<file path="src/rtl/asyn_fifo_wptr_full.sv">
// Write-side pointer and flag logic of an async FIFO; Gray pointer out, full/almost-full/level registered.
// Optional sticky overflow flag built only when ASYN_FIFO_WR_OVERFLOW_EN is defined.
module asyn_fifo_wptr_full #(
   parameter int ADDR_WIDTH         = 6,
   parameter int ALMOST_FULL_THRESH = 56
) (
   input  logic                  write_clk,
   input  logic                  write_rst_n,
   input  logic                  write_en,
   input  logic [ADDR_WIDTH:0]   sync_read_to_write,
   output logic [ADDR_WIDTH-1:0] write_addr,
   output logic [ADDR_WIDTH:0]   write_ptr,
   output logic                  write_full,
   output logic                  write_almost_full,
   output logic [ADDR_WIDTH:0]   write_level,
   output logic                  write_overflow
);

   localparam int PW = ADDR_WIDTH + 1;
   localparam logic [PW-1:0] AF_TH = PW'(ALMOST_FULL_THRESH);

   logic [PW-1:0] wbin_q, wbin_d;
   logic [PW-1:0] wptr_q, wgray_d;
   logic [PW-1:0] level_q, diff_d;
   logic [PW-1:0] rbin;
   logic [PW-1:0] full_cmp;
   logic          full_q, full_d;
   logic          afull_q, afull_d;
   logic          write_accept;

   assign write_accept = write_en & ~full_q;

   always_comb begin
      rbin = '0;
      for (int i = 0; i < PW; i++) begin
         rbin[i] = ^(sync_read_to_write >> i);
      end
   end

   // Full when the next write pointer laps the read pointer: top two Gray bits inverted.
   assign full_cmp = {~sync_read_to_write[ADDR_WIDTH:ADDR_WIDTH-1],
                      sync_read_to_write[ADDR_WIDTH-2:0]};

   always_comb begin
      wbin_d  = wbin_q + {{ADDR_WIDTH{1'b0}}, write_accept};
      wgray_d = (wbin_d >> 1) ^ wbin_d;
      diff_d  = wbin_d - rbin;
      full_d  = (wgray_d == full_cmp);
      afull_d = (diff_d >= AF_TH);
   end

   always_ff @(posedge write_clk) begin
      if (!write_rst_n) begin
         wbin_q  <= '0;
         wptr_q  <= '0;
         level_q <= '0;
         full_q  <= 1'b0;
         afull_q <= 1'b0;
      end else begin
         wbin_q  <= wbin_d;
         wptr_q  <= wgray_d;
         level_q <= diff_d;
         full_q  <= full_d;
         afull_q <= afull_d;
      end
   end

   assign write_addr        = wbin_q[ADDR_WIDTH-1:0];
   assign write_ptr         = wptr_q;
   assign write_full        = full_q;
   assign write_almost_full = afull_q;
   assign write_level       = level_q;

`ifdef ASYN_FIFO_WR_OVERFLOW_EN
   logic ovf_q;

   always_ff @(posedge write_clk) begin
      if (!write_rst_n) begin
         ovf_q <= 1'b0;
      end else if (write_en && full_q) begin
         ovf_q <= 1'b1;
      end
   end

   assign write_overflow = ovf_q;
`else
   assign write_overflow = 1'b0;
`endif

endmodule

</file>
<file path="config.mk">
export PLATFORM = sky130hd
export DESIGN_NAME = asyn_fifo_wptr_full
export DESIGN_NICKNAME = d
export VERILOG_FILES = /design/src/rtl/asyn_fifo_wptr_full.sv
export SDC_FILE = /design/constraint.sdc
export NUM_CORES = 1
export LEC_CHECK = 0
export BUFFER_PORTS_ARGS = -buffer_cell sky130_fd_sc_hd__buf_2
export CORE_MARGIN = 3
export CORE_UTILIZATION = 52
export CTS_CLUSTER_DIAMETER = 80
export DETAILED_ROUTE_END_ITERATION = 10
export PLACE_DENSITY = 0.83
export SLEW_MARGIN = 20
export SYNTH_ARGS = -nofsm -noshare
export SYNTH_HDL_FRONTEND = slang
export SYNTH_SLANG_ARGS = --single-unit
</file>
<file path="constraint.sdc">
create_clock -name write_clk -period 3.15 [get_ports write_clk]
set_clock_uncertainty 0.1 [all_clocks]
set_input_delay 0.315 -clock write_clk [delete_from_list [all_inputs] [get_ports write_clk]]
set_output_delay 0.315 -clock write_clk [all_outputs]
set_load 0.01 [all_outputs]
</file>
==> flow_summary.toml, run 1 <==
[sta]
hold_viol = 0
period_needed_ns = 2.87
worst_hold_slack_ns = 0.298
max_freq_mhz = 348
setup_tns_ns = 0
setup_violations = 0
slew_headroom = 0.549
slew_violations = 0
fin_ws_ns = 0.277
worst_pin_slew_ns = 0.674
fin_crit_sh = 0.912

[grt]
grt_use_total = 0.178
antenna_found_initial = 0
grt_pass1_vias = 1040
grt_pass1_wl_mm = 4.55
grt.overflow.total = 0
grt_start_max_net_pins = 23

[setup_path]
critPathKind = "reg -> reg"
end_kind = "flip-flop"
cp_num_buf_inv = 1
cp_max_fo = 6
r2r_cells = 12
worstSetupStartpointType = "flip-flop"
cp_slowest_cell = "ha_1"
cp.required_ns = 3.27
reg2reg_slack_ns = 0.28
cp_num_cells = 12
r2r-end = "write_almost_full"
path_cells = "nor2b_1, ha_2, nand3_1, xor2_2, inv_1, ha_1, a21oi_1, nand2_1, a41oi_1, o21ai_1, mux2i_1, a31o_1"
cp.arrival_ns = 2.99
endpoint = "write_almost_full"
crit_start = "write_full"
r2r-start = "write_full"
crit_family = "compound AO/OA/AOI/OAI gates"
slowest_delay_ns = 0.39

[clocking]
post_cts_buffers = 0
cts_max_level = 1
root_buffer = "clkbuf_4"
cts_sinks = 22
cts.clk_slew.worst_paths_ns = 0.12
cts_tree = "yes"
cts_buffer_depth = 2
cts_buffers = 3
clk_latency_ns = 0.31

[logic_synthesis]
yosysTopAreaCell = "dfxtp_1"
synthTopCellsByCount = "22 x dfxtp_1, 15 x and2_1, 15 x xnor2_1, 12 x xor2_1, 11 x nand2_1"
synth.area.top_cells = "dfxtp_1 34%, xnor2_1 10%, xor2_1 8.2%"
yosys_warnings = 0
ys_ff_latch = 22
synthesis.nets = 150
yosysMostFrequentCell = "dfxtp_1"
dominantRegCellSynth = "dfxtp_1"
yosysSeqAreaShare = 0.344
synth_cell_type_count = 35
synth_top_area_share = 0.344
avgSynthCellArea_um2 = 9.71
synth_async_sr_flop_share = 0
synthesis.instances = 132
synth-edff-count = 0
syn-cell-area_mm2 = 0.00128

[routing]
wl_mm = 2.57
drtIter0Drc = 19
drtPass1Iterations = 4
ant_nets = 0
wl_per_cell_um = 13.3
drc = 0
vias = 993
vias_per_cell = 5.15

[floorplanning]
num_rows = 17
io_pins = 33
coreArea_mm2 = 0.00228
start_util = 0.563
die_h_um = 55.6
dieArea_mm2 = 0.00310
die_x_um = 55.6

[placement]
hpwl_mm = 1.93
portBuffers = 31
place_ws_ns = 0.0519
place.gp.congestion = 0.882

[pwr]
seq_power_share = 0.441
p_sw_uw = 230
p_per_area_mw_per_mm2 = 483
p_int_uw = 501
swShare = 0.315
clockPowerShare = 0.214
pwr-share-comb = 0.346
p_leak_nw = 0.746
power_uw = 731
peakVddDrop_v = 0.000438

[cells_and_area]
final_layout_size_suffix_gt1_frac = 0.273
num_antenna_cells = 0
nets = 184
area_growth_pct = 18.1

[flow_run]
drv_cap = 0

[worst_hold_path]
hold_start = "sync_read_to_write[4]"
hold_path_class = "in -> reg"

[status]
outcome = "complete, no violations"
==> tightest hold or removal path, cell delays in order <==
cell and delay [ns]:
buf_2 0.10, xnor2_1 0.07, and4_1 0.19
==> cell type report <==
class | instances | area [um^2]
Fill cell | 178 | 763
Inverter | 6 | 22.5
Multi-Input combinational cell | 100 | 808
Tap cell | 28 | 35.0
Clock buffer | 4 | 36.3
Timing Repair Buffer | 33 | 170
Sequential cell | 22 | 440
==> cell usage in the layout (no fill, tap or decap), types with 3 or more instances in the layout <==
cell / instances
inv_1: 6
and2_1: 15
a21oi_1: 4
buf_2: 31
ha_1: 7
nor2b_1: 4
clkbuf_4: 3
dfxtp_1: 22
nand2_1: 11
xor2_1: 11
xnor2_1: 15
nand3_1: 6
==> registers in the layout, indices dropped and copies added (netlist names) <==
name               flops
wbin_q                 6
write_level            7
write_ptr              7
write_full             1
write_almost_full      1
==> power groups by stage <==
stage | Sequential, mW | Clock (mW) | Combinational, mW
2_1_floorplan | 0.345 | 0 | 0.166
3_3_place_gp | 0.327 | 0 | 0.246
3_5_place_dp | 0.327 | 0 | 0.250
4_1_cts | 0.322 | 0.161 | 0.254
5_1_grt | 0.326 | 0.169 | 0.285
6_report | 0.322 | 0.156 | 0.253
==> cells by family after synthesis <==
kind of cell    Yosys count  share of synthesized area
mux                       2                     0.0166
compound gates           12                     0.0693
buf+inv                  10                     0.0332
other cells               1                    0.00293
flops                    22                      0.344
fa+ha+maj                 8                     0.0781
simple gates             45                      0.191
xor+xnor                 32                      0.265
==> repair_timing <==
action,CTS,global route
resized for setup,0,2
setup endpoints to repair,0,1
hold buffers,0,0
==> worst min-delay path by stage <==
| stage | end | cells after the start |
|---|---|---|
| finish | write_full | 3 |
| global route | write_full | 3 |
| CTS | write_full | 3 |
| detailed placement | write_ptr[6] | 2 |
| global placement | write_ptr[6] | 2 |
| floorplan | write_level[6] | 2 |
==> layer usage <==
layer | routed length [um] | vias to the layer above | global-route usage | share of wire
li1 | - | 497 | - | -
met1 | 1110 | 457 | 0.218 | 0.43
met2 | 1270 | 35 | 0.316 | 0.50
met3 | 144 | 4 | 0.0278 | 0.056
met4 | 42 | 0 | 0.0590 | 0.016
met5 | 0 | - | 0 | 0
==> per-stage QoR <==
step	area (um^2)	instances	utilization
3_3_place_gp	1470	189	0.644
3_5_place_dp	1470	189	0.644
4_1_cts	1500	193	0.660
5_1_grt	1510	193	0.665
2_1_floorplan	1280	132	-
6_report	1510	193	0.665
Note: power is estimated with default switching activity, not from simulation.
==> run 2, diff against run 1 <==
- ABC_CLOCK_PERIOD_IN_PS: not set -> 3150
- CORE_UTILIZATION: 52 -> 54
- CTS_BUF_LIST: not set -> sky130_fd_sc_hd__clkbuf_2
- PLACE_DENSITY: 0.83 -> 0.85
==> run 2 against run 1 <==
Sequential share of layout area is 0.51 points higher. Via count is 1.9% higher. Die area is 3.3% lower. Global-route usage is 1.7 points higher. Fmax is 1.2% higher. Register-to-register slack better by 0.03 ns. Sequential power hardly changed. Total power is 5.9% lower. Critical endpoint unchanged. Largest power group unchanged. Highest routed layer unchanged.
==> flow_summary.toml, run 2 (synthesis results as in run 1) <==
[status]
outcome = "complete, no violations"

[cells_and_area]
layout_commonest_cell = "buf_2"
nets = 184
layout.area.seq_um2 = 440
area_growth_pct = 16.0
fillers = 188
design_area_mm2 = 0.00149
final_cell_mix = "31 x buf_2, 22 x dfxtp_1, 15 x xnor2_1, 15 x and2_1, 12 x xor2_1"
multi_input_area_um2 = 803
final_layout_size_suffix_gt1_frac = 0.268
num_antenna_cells = 0
final_util = 0.666

[setup_path]
worstSetupStartpointType = "flip-flop"
slowest_delay_ns = 0.38
cp_max_fo = 6
r2r-start = "write_full"
endpoint = "write_almost_full"
end_kind = "flip-flop"
path_cells = "nor2b_2, ha_2, nand3_1, xor2_1, inv_1, ha_1, a21oi_1, nand2_1, a41oi_1, o21ai_1, mux2i_1, a31o_1"
crit_start = "write_full"
cp_slowest_cell = "ha_1"
r2r-end = "write_almost_full"
cp.required_ns = 3.30
critPathKind = "reg -> reg"
cp.arrival_ns = 2.99
r2r_cells = 12
reg2reg_slack_ns = 0.31

[clocking]
cts_sinks = 22
cts_buffer_depth = 2
cts_tree = "yes"
cts.clk_slew.worst_paths_ns = 0.19
holdBufCountCts = 0
cts_max_level = 1
root_buffer = "clkbuf_2"
cts_resized = 0
clk_latency_ns = 0.33
cts_buffers = 3
post_cts_buffers = 0

[floorplanning]
die_h_um = 54.7
num_rows = 17
coreArea_mm2 = 0.00223
start_util = 0.574
dieArea_mm2 = 0.00299
io_pins = 33
die_x_um = 54.7

[placement]
portBuffers = 31
place_ws_ns = 0.0199
hpwl_mm = 2.02
placed_cell_area_mm2 = 0.00147
place.gp.congestion = 0.891

[sta]
fin_crit_sh = 0.901
slew_violations = 0
setup_tns_ns = 0
worst_pin_slew_ns = 0.661
slew_headroom = 0.558
max_freq_mhz = 352
rsz0062_at_grt = "no"
hold_viol = 0
fin_ws_ns = 0.312
setup_violations = 0
period_needed_ns = 2.84

[routing]
drc = 0
vias = 1012
ant_nets = 0
drtPass1Iterations = 4
vias_per_cell = 5.27
wl_mm = 2.60
wl_per_cell_um = 13.6
drtIter0Drc = 8

[grt]
grt_start_max_net_pins = 23
grt_pass1_wl_mm = 4.13
antenna_found_initial = 0
grt_pass1_vias = 921
grt_use_total = 0.195
grt.overflow.total = 0

[worst_hold_path]
hold_path_class = "in -> reg"
hold_start = "sync_read_to_write[4]"

[flow_run]
drv_cap = 0

[pwr]
power_uw = 687
peakVddDrop_v = 0.000427
p_per_area_mw_per_mm2 = 462
p_leak_nw = 0.737
[run 2: cell types whose count changed in the layout (fill, tap and decap cells not counted), sizes merged]
cell,delta
clkbuf,-1
[run 2: cell type report]
| class | count | share of cell area |
|---|---|---|
| multi-input combinational | 100 | 0.540 |
| sequential | 22 | 0.296 |
| timing repair buffer | 33 | 0.114 |
| tap | 28 | 0.0236 |
| clock buffer | 3 | 0.0101 |
| inverter | 6 | 0.0152 |
[run 2: stage by stage]
stage	cells	hold slack (ns)
after floorplan	132	0.386
after global placement	189	0.519
after detailed placement	189	0.571
after CTS	192	0.264
after global routing	192	0.258
final	192	0.264
[run 2: worst min path at each step]
stage                endpoint  slack [ns]  cells past startpoint
2_1_floorplan  write_level[6]        0.39                      2
3_3_place_gp     write_ptr[6]        0.52                      2
3_5_place_dp     write_ptr[6]        0.57                      2
4_1_cts             wbin_q[2]        0.26                      2
5_1_grt            write_full        0.26                      3
6_report           write_full        0.26                      3
[run 2: power breakdown]
part           total [mW]  switching [mW]  internal [mW]
sequential          0.324          0.0124          0.311
clock               0.106          0.0800         0.0260
combinational       0.258           0.138          0.120
[run 2: layer usage]
metal  global-route usage  part of all wire  up-vias
li1                     -                 -      498
met1                0.244              0.43      466
met4                0.104             0.025        0
met5                    0                 0        -
met2                0.321              0.48       39
met3               0.0272             0.057        9
[run 2: worst max-delay path, delay by kind of cell (launching register included)]
kind / cells / cell delay [ns]
AOI/OAI and AO/OA: 4 / 0.75
adders and majority gates: 2 / 0.67
muxes: 1 / 0.14
DFF: 1 / 0.36
xor gates and xnor gates: 1 / 0.24
and+or+nand+nor: 3 / 0.34
buffers and inverters: 1 / 0.16
==> run 3, diff against run 2 <==
- CELL_PAD_IN_SITES_DETAIL_PLACEMENT: not set -> 1
- CELL_PAD_IN_SITES_GLOBAL_PLACEMENT: not set -> 2
- CORE_UTILIZATION: 54 -> 33
- PLACE_DENSITY: 0.85 -> 0.86
==> run 3 against run 2 <==
Die area increased by 56%. Sequential power about the same. Largest power group unchanged. Combinational power decreased by 2%. Global-route usage decreased by 5.8 points. Worst setup slack improved by 0.033 ns. Count of clock-buffer cells in the layout unchanged.
==> flow_summary.toml, run 3 (synthesis results as in run 1) <==
[setup_path]
cp_num_buf_inv = 1
critPathKind = "reg -> reg"
end_kind = "flip-flop"
cp_max_fo = 6
cp.arrival_ns = 2.97
path_cells = "nor2b_1, ha_2, nand3_1, xor2_2, inv_1, ha_1, a21oi_1, nand2_1, a41oi_1, o21ai_1, mux2i_1, a31o_1"
cp.required_ns = 3.31
cp_slowest_cell = "ha_1"
worstSetupStartpointType = "flip-flop"
crit_family = "compound AO/OA/AOI/OAI gates"
slowest_delay_ns = 0.38

[grt]
grtUsageMet3 = 0.0263
grt.overflow.total = 0
use_met1 = 0.173
grt_start_max_net_pins = 23
use_met2 = 0.241
busiest_layer = "met2"
antenna_found_initial = 0
grt_use_total = 0.137
grt_pass1_vias = 1061
grt_pass1_wl_mm = 4.85

[worst_hold_path]
hold_path_class = "in -> reg"

[flow_run]
drv_cap = 0

[routing]
wl_mm = 2.81
vias = 991
drc = 0
wl_per_cell_um = 13.1
ant_nets = 0
drtIter0Drc = 14
vias_per_cell = 4.63
drtPass1Iterations = 3

[pwr]
power_uw = 691
p_per_area_mw_per_mm2 = 452
p_leak_nw = 0.744
peakVddDrop_v = 0.000179

[floorplanning]
start_util = 0.347
coreArea_mm2 = 0.00369
dieArea_mm2 = 0.00467
die_h_um = 68.3
num_rows = 22
io_pins = 33
die_x_um = 68.3

[clocking]
cts_sinks = 22
root_buffer = "clkbuf_2"
clk_latency_ns = 0.33
cts.clk_slew.worst_paths_ns = 0.20
holdBufCountCts = 0
cts_max_level = 1
cts_tree = "yes"
cts_buffer_depth = 2
cts_buffers = 3

[sta]
hold_viol = 0
worst_pin_slew_ns = 0.699
slew_headroom = 0.532
slew_violations = 0
period_needed_ns = 2.81
setup_violations = 0
fin_crit_sh = 0.891
setup_tns_ns = 0
rsz0062_at_grt = "no"
max_freq_mhz = 356

[placement]
hpwl_mm = 2.25
placed_cell_area_mm2 = 0.00150
portBuffers = 31
place.gp.congestion = 0.717

[cells_and_area]
final_cell_mix = "31 x buf_2, 22 x dfxtp_1, 15 x xnor2_1, 15 x and2_1"
design_area_mm2 = 0.00153
final_util = 0.414
nets = 185
final_layout_size_suffix_gt1_frac = 0.271
layout_commonest_cell = "buf_2"
num_antenna_cells = 0
area_growth_pct = 19.2

[status]
outcome = "complete, no violations"
-- run 3: final cells by class --
cell class / instances / area (um^2)
clock inverters: 1 / 3.75
well taps: 48 / 60.1
multi-input cells: 100 / 808
flip-flops and latches: 22 / 440
repair buffers: 34 / 178
inverters: 6 / 22.5
fillers: 466 / 2160
clock buffers: 3 / 15.0
-- run 3: what timing repair did --
action,4_1_cts,5_1_grt
resized for setup,0,2
setup endpoints to repair,0,1
setup buffers,0,0
-- run 3: path summary, 6_finish.rpt --
path,start,slack [ns],cells after the start,to
max,write_full,0.34,12,write_almost_full
min,write_rst_n,0.26,2,write_level[0]
max reg2reg,write_full,0.34,12,write_almost_full
min reg2reg,write_ptr[6],0.59,2,write_ptr[6]
-- run 3: metal layers --
layer | vias to the layer above | share of wire
met5 | - | 0
met4 | 0 | 0.0082
met3 | 2 | 0.049
met2 | 23 | 0.49
met1 | 466 | 0.45
li1 | 500 | -
-- run 3: through the flow --
step / worst slack (ns) / instances / hold WS [ns]
after floorplan: 0.413 / 132 / 0.386
after global placement: 0.180 / 210 / 0.517
after detailed placement: 0.126 / 210 / 0.567
after CTS: 0.213 / 214 / 0.255
after global routing: 0.0525 / 214 / 0.273
final: 0.345 / 214 / 0.261
-- run 3: power breakdown --
| part | internal (mW) | switching, mW |
|---|---|---|
| combinational | 0.121 | 0.133 |
| sequential | 0.311 | 0.0107 |
| clock | 0.0276 | 0.0872 |
